**config.mk**
```make
export PLATFORM = sky130hd
export DESIGN_NAME = npc_fetch_sequencer
export DESIGN_NICKNAME = d
export VERILOG_FILES = /design/src/rtl/npc_fetch_sequencer.sv
export SDC_FILE = /design/constraint.sdc
export NUM_CORES = 1
export LEC_CHECK = 0
export ABC_AREA = 1
export BUFFER_PORTS_ARGS = -buffer_cell sky130_fd_sc_hd__buf_2
export CAP_MARGIN = 5
export CORE_UTILIZATION = 55
export DETAILED_ROUTE_END_ITERATION = 10
export PLACE_DENSITY = 0.84
export SLEW_MARGIN = 20
export SYNTH_ARGS = -nofsm -noshare
export SYNTH_HDL_FRONTEND = slang
export SYNTH_SLANG_ARGS = --single-unit
```
**constraint.sdc**
```tcl
create_clock -name clk -period 3.8 [get_ports clk]
set_input_delay 0.76 -clock clk [delete_from_list [all_inputs] [get_ports clk]]
set_output_delay 0.76 -clock clk [all_outputs]
set_load 0.01 [all_outputs]
```
**src/rtl/npc_fetch_sequencer.sv**
```systemverilog
// npc_fetch_sequencer
// Multi-cycle instruction sequencer for the NPC core. It owns the PC, issues
// fetches over a valid/ready request/response pair, and holds the fetched
// instruction for the EXU. When the EXU completes, it picks the next PC
// (pc+4 or the resolved branch target).
//
// Optional feature macro: NPC_MISALIGN_TRAP_EN
//   defined   : a taken branch to a non word-aligned target traps into HALT
//               with misalign_trap raised, and does not retire.
//   undefined : the low two target bits are cleared and misalign_trap is 0.
module npc_fetch_sequencer #(
  parameter int              XLEN     = 32,
  parameter logic [XLEN-1:0] RESET_PC = 32'h8000_0000
) (
  input  logic            clk,
  input  logic            rst_n,
  output logic            ifu_req_valid,
  input  logic            ifu_req_ready,
  output logic [XLEN-1:0] ifu_req_addr,
  input  logic            ifu_rsp_valid,
  output logic            ifu_rsp_ready,
  input  logic [XLEN-1:0] ifu_rsp_inst,
  output logic [XLEN-1:0] inst,
  output logic [XLEN-1:0] pc,
  output logic            exu_start,
  input  logic            exu_done,
  input  logic            branch_taken,
  input  logic [XLEN-1:0] branch_target,
  input  logic            halt,
  output logic            halted,
  output logic [31:0]     retire_cnt,
  output logic            misalign_trap
);

  typedef enum logic [2:0] {
    S_IDLE     = 3'd0,
    S_FETCH    = 3'd1,
    S_WAIT_RSP = 3'd2,
    S_EXEC     = 3'd3,
    S_HALT     = 3'd4
  } state_t;

  state_t state, next_state;

  // High only during the first EXEC cycle, so exu_start is a single pulse.
  logic exec_first;

  logic trap_hit;
  logic commit_next_pc;
  logic retire_now;

  // Sequential PC increment; wraps modulo 2^XLEN.
  function automatic logic [XLEN-1:0] pc_increment(input logic [XLEN-1:0] cur);
    return cur + XLEN'(4);
  endfunction

  // Clears the byte-offset bits so the fetch address stays word aligned.
  function automatic logic [XLEN-1:0] word_align(input logic [XLEN-1:0] addr);
    return addr & ~XLEN'(3);
  endfunction

  // Selects the next PC from the branch decision.
  function automatic logic [XLEN-1:0] next_pc_sel(input logic            taken,
                                                  input logic [XLEN-1:0] target,
                                                  input logic [XLEN-1:0] cur);
    return taken ? word_align(target) : pc_increment(cur);
  endfunction

`ifdef NPC_MISALIGN_TRAP_EN
  assign trap_hit = branch_taken && (branch_target[1:0] != 2'b00);
`else
  assign trap_hit = 1'b0;
`endif

  // A halt takes priority over a misaligned branch. The ebreak still retires.
  assign retire_now     = (state == S_EXEC) && exu_done && (halt || !trap_hit);
  assign commit_next_pc = (state == S_EXEC) && exu_done && !halt && !trap_hit;

  // State register
  always_ff @(posedge clk or negedge rst_n) begin
    if (!rst_n) begin
      state <= S_IDLE;
    end else begin
      state <= next_state;
    end
  end

  // Next-state logic
  always_comb begin
    next_state = state;
    case (state)
      S_IDLE: begin
        next_state = S_FETCH;
      end
      S_FETCH: begin
        if (ifu_req_ready) begin
          next_state = S_WAIT_RSP;
        end
      end
      S_WAIT_RSP: begin
        if (ifu_rsp_valid) begin
          next_state = S_EXEC;
        end
      end
      S_EXEC: begin
        if (exu_done) begin
          if (halt || trap_hit) begin
            next_state = S_HALT;
          end else begin
            next_state = S_FETCH;
          end
        end
      end
      S_HALT: begin
        next_state = S_HALT;
      end
      default: begin
        next_state = S_IDLE;
      end
    endcase
  end

  // Output decode from the current state
  always_comb begin
    ifu_req_valid = 1'b0;
    ifu_rsp_ready = 1'b0;
    exu_start     = 1'b0;
    halted        = 1'b0;
    case (state)
      S_FETCH:    ifu_req_valid = 1'b1;
      S_WAIT_RSP: ifu_rsp_ready = 1'b1;
      S_EXEC:     exu_start     = exec_first;
      S_HALT:     halted        = 1'b1;
      default:    ;
    endcase
  end

  // The fetch address is the architectural PC. It is stable until exu_done.
  assign ifu_req_addr = pc;

  // Datapath registers: PC, latched instruction and the first-EXEC marker
  always_ff @(posedge clk or negedge rst_n) begin
    if (!rst_n) begin
      pc         <= RESET_PC;
      inst       <= '0;
      exec_first <= 1'b0;
    end else begin
      exec_first <= (state == S_WAIT_RSP) && ifu_rsp_valid;
      if ((state == S_WAIT_RSP) && ifu_rsp_valid) begin
        inst <= ifu_rsp_inst;
      end
      if (commit_next_pc) begin
        pc <= next_pc_sel(branch_taken, branch_target, pc);
      end
    end
  end

  // Retired-instruction counter; wraps at 2^32
  always_ff @(posedge clk or negedge rst_n) begin
    if (!rst_n) begin
      retire_cnt <= '0;
    end else if (retire_now) begin
      retire_cnt <= retire_cnt + 32'd1;
    end
  end

`ifdef NPC_MISALIGN_TRAP_EN
  // Sticky trap flag: set on a misaligned taken branch, cleared only by reset
  always_ff @(posedge clk or negedge rst_n) begin
    if (!rst_n) begin
      misalign_trap <= 1'b0;
    end else if ((state == S_EXEC) && exu_done && !halt && trap_hit) begin
      misalign_trap <= 1'b1;
    end
  end
`else
  assign misalign_trap = 1'b0;
`endif

endmodule

```
==> out/qor.txt <==
Via count: 5,790
Antenna-violating nets left: 0
PortBufs: 196
Slowest cell on the critical path: inv_1
Via density: 5.02
Nets: 1,085
Slowest cell delay on critical path: 0.85 ns
Routed len/inst: 12.7 um
Max VDD drop: 394 uV
Buffers & Inverters on Critical Path: 2
Clock skew: 0.0145 ns
Die width: 106 um
Drt drc: 0
TritonCTS clock tree: done
Peak Freq: 432 MHz
Initial drt markers: 362
Synth unique cells: 34
Drt total wl: 14,600 um
Type of the worst min-delay path: in -> async
Starting Density: 56.9%
Leakage power: 3.75 nW
Critical Path RT: 4.12 ns
Clock sink count: 98
Post-CTS setup buffer count: 0
CP Cell Sequence: nor2_4 -> nand2_1 -> inv_1 -> nand2_2 -> inv_1 -> nand2_1 -> nand2_1
Worst-Skew Late Latency: 0.38 ns
CTS Hold Bufs: 0
Die Y: 106 um
Kind of start point of the critical path: register
Pre-CTS setup slack: 1.27 ns
Fin. max-slew vios: 0
Met1 usage: 37.8%
Area grow syn2layout: 17.6%
Total CTS buffers: 9
Largest net degree at the start of global routing: 99
First-pass GRT wire length: 24,500 um
Critical Path Most Common Cell: nand2_1
Die area: 11,100 um2
Top cell type's share of synthesized area: 41.1%
Max_slew headroom: 37.8%
# Max-Cap Violations: 0
Period minus WS final: 2.31 ns
Yosys warns: 0
CP Data Arrival Time: 2.63 ns
GP Congestion: 0.869
Register bit total from synthesis: 98
GR Util All Layers: 27.4%
Top cells by area, synth: dfrtp_1, nand2_1, nor2_1
Most used routing layer in global routing: met2
Worst slew pin tran: 0.931 ns
RSZ-0062 raised after global routing: no
Crit Path Max Fanout: 33
Pre-Repair DR Iteration Count: 6
Netlist Area Pre-Place: 5900 um2
CTS Root Cell: clkbuf_8
Power per cell area: 627 nW/um2
I/O pin count: 204
Final worst path period share: 60.9%
Worst setup EP type: register
Final setup fails: 0
Clock Tree Buf Depth: 2
Hold slack final: 0.381 ns
Final global-route overflow total: 0
Final critical-path setup slack: 1.49 ns
Initial antenna violation count: 0
Routing usage on met2: 43.9%
Status: finished clean
Synth area leader: dfrtp_1
Core Footprint: 10,400 um2
DP HPWL: 10,800 um
Layout cell share with drive strength beyond 1: 24.4%
CTS H-tree depth: 3
Cell family with most CP delay: buffers and inverters
Ant. Diodes: 0
Seq/Total Area, Yosys: 41.6%
Gate count of the mapped netlist: 852
Setup_tns: 0 ns
Clock transition at the registers of the reported paths: 0.11 ns
Grt met3 use: 4.89%
Number of placement rows: 37
WS Path Type: reg -> reg
Synthesized area per cell: 6.93 um2
Final Hold Viols: 0
Vias in the first global route: 5,173
Post-cts gate resize count: 0
## where the power goes
part	leakage [nW]	internal (mW)	total [mW]	switching [mW]
Clock	0.0966	0.257	0.673	0.415
Sequential	1.25	1.41	1.86	0.454
Combinational	2.41	0.714	1.82	1.11
Total	3.75	2.38	4.35	1.97
## cells by family (layout without fill, tap and decap cells)
logic type / Yosys count / after routing / share of synthesized area [%]
flip-flops: 98 / 98 / 41.6
buffers and inverters: 123 / 284 / 10.5
AND/OR/NAND/NOR: 564 / 564 / 40.3
other: 1 / 5 / 0.0635
XOR/XNOR: 20 / 20 / 2.97
AO/OA/AOI/OAI: 44 / 44 / 4.13
adder cells (fa/ha/maj): 2 / 2 / 0.424
## flip-flops by register name (all words and copies together) (netlist names)
name	count
exec_first	1
ifu_req_addr	30
inst	32
retire_cnt	32
state	3
## final timing paths
check,from,end,slack (ns),cells after the start
setup / recovery,state[2]$_DFFE_PN0P_,inst[20]$_DFFE_PN0P_,1.49,7
hold / removal,rst_n,ifu_req_addr[23]$_DFFE_PN0P_,0.38,2
setup reg to reg,state[2]$_DFFE_PN0P_,inst[20]$_DFFE_PN0P_,1.49,7
hold reg to reg,inst[21]$_DFFE_PN0P_,inst[21]$_DFFE_PN0P_,0.48,2
max in group asynchronous,rst_n,retire_cnt[28]$_DFFE_PN0P_,2.95,2
min in group clk,inst[21]$_DFFE_PN0P_,inst[21]$_DFFE_PN0P_,0.48,2
## cell usage after synthesis (all sizes together)
cell type and instances:
a21o 1, a21oi 8, a22oi 2, a31oi 2, buf 47, clkbuf 7, clkinv 1, conb 1
dfrtp 97, dfstp 1, ha 2, inv 68, nand2 348, nand3 54, nand3b 5, nand4 10
nor2 143, nor3 3, nor4 1, o21ai 25, o21bai 2, o22ai 4, xnor2 5, xor2 15
## area by class of cell
cell class,count,area (um2)
Inverter,69,259
Clock inverter,7,72.6
Multi-Input combinational cell,635,2840
Clock buffer,9,124
Fill cell,971,3430
Timing Repair Buffer,199,1020
Tap cell,136,170
Sequential cell,98,2450
## layer usage
layer / share of wire (%) / vias up
met1: 45 / 2617
met3: 6.4 / 27
met4: 2.0 / 0
li1: - / 2916
met5: 0 / -
met2: 47 / 230
## placed cells by master, fill, tap and decap left out, types with 5 or more instances in the layout
master	instances
conb_1	5
buf_2	195
o21ai_0	24
nand4_1	10
nand3_1	50
nand3b_1	5
nor2_4	5
inv_1	64
clkbuf_8	9
nand2_2	6
nor2_2	10
nor2_1	126
nand2_1	342
dfrtp_1	97
a21oi_1	8
xor2_1	15
xnor2_1	5
## metrics by stage
stage                     area [um2]  power [mW]  util (%)  std cells
after floorplan                 5920        3.11         -        856
after global placement          6740        3.64      65.0       1137
after detailed placement        6740        3.70      65.0       1137
after CTS                       6940        4.37      66.9       1153
after global routing            6940        4.70      66.9       1153
final                           6940        4.35      66.9       1153
Note: power is estimated with default switching activity, not from simulation.
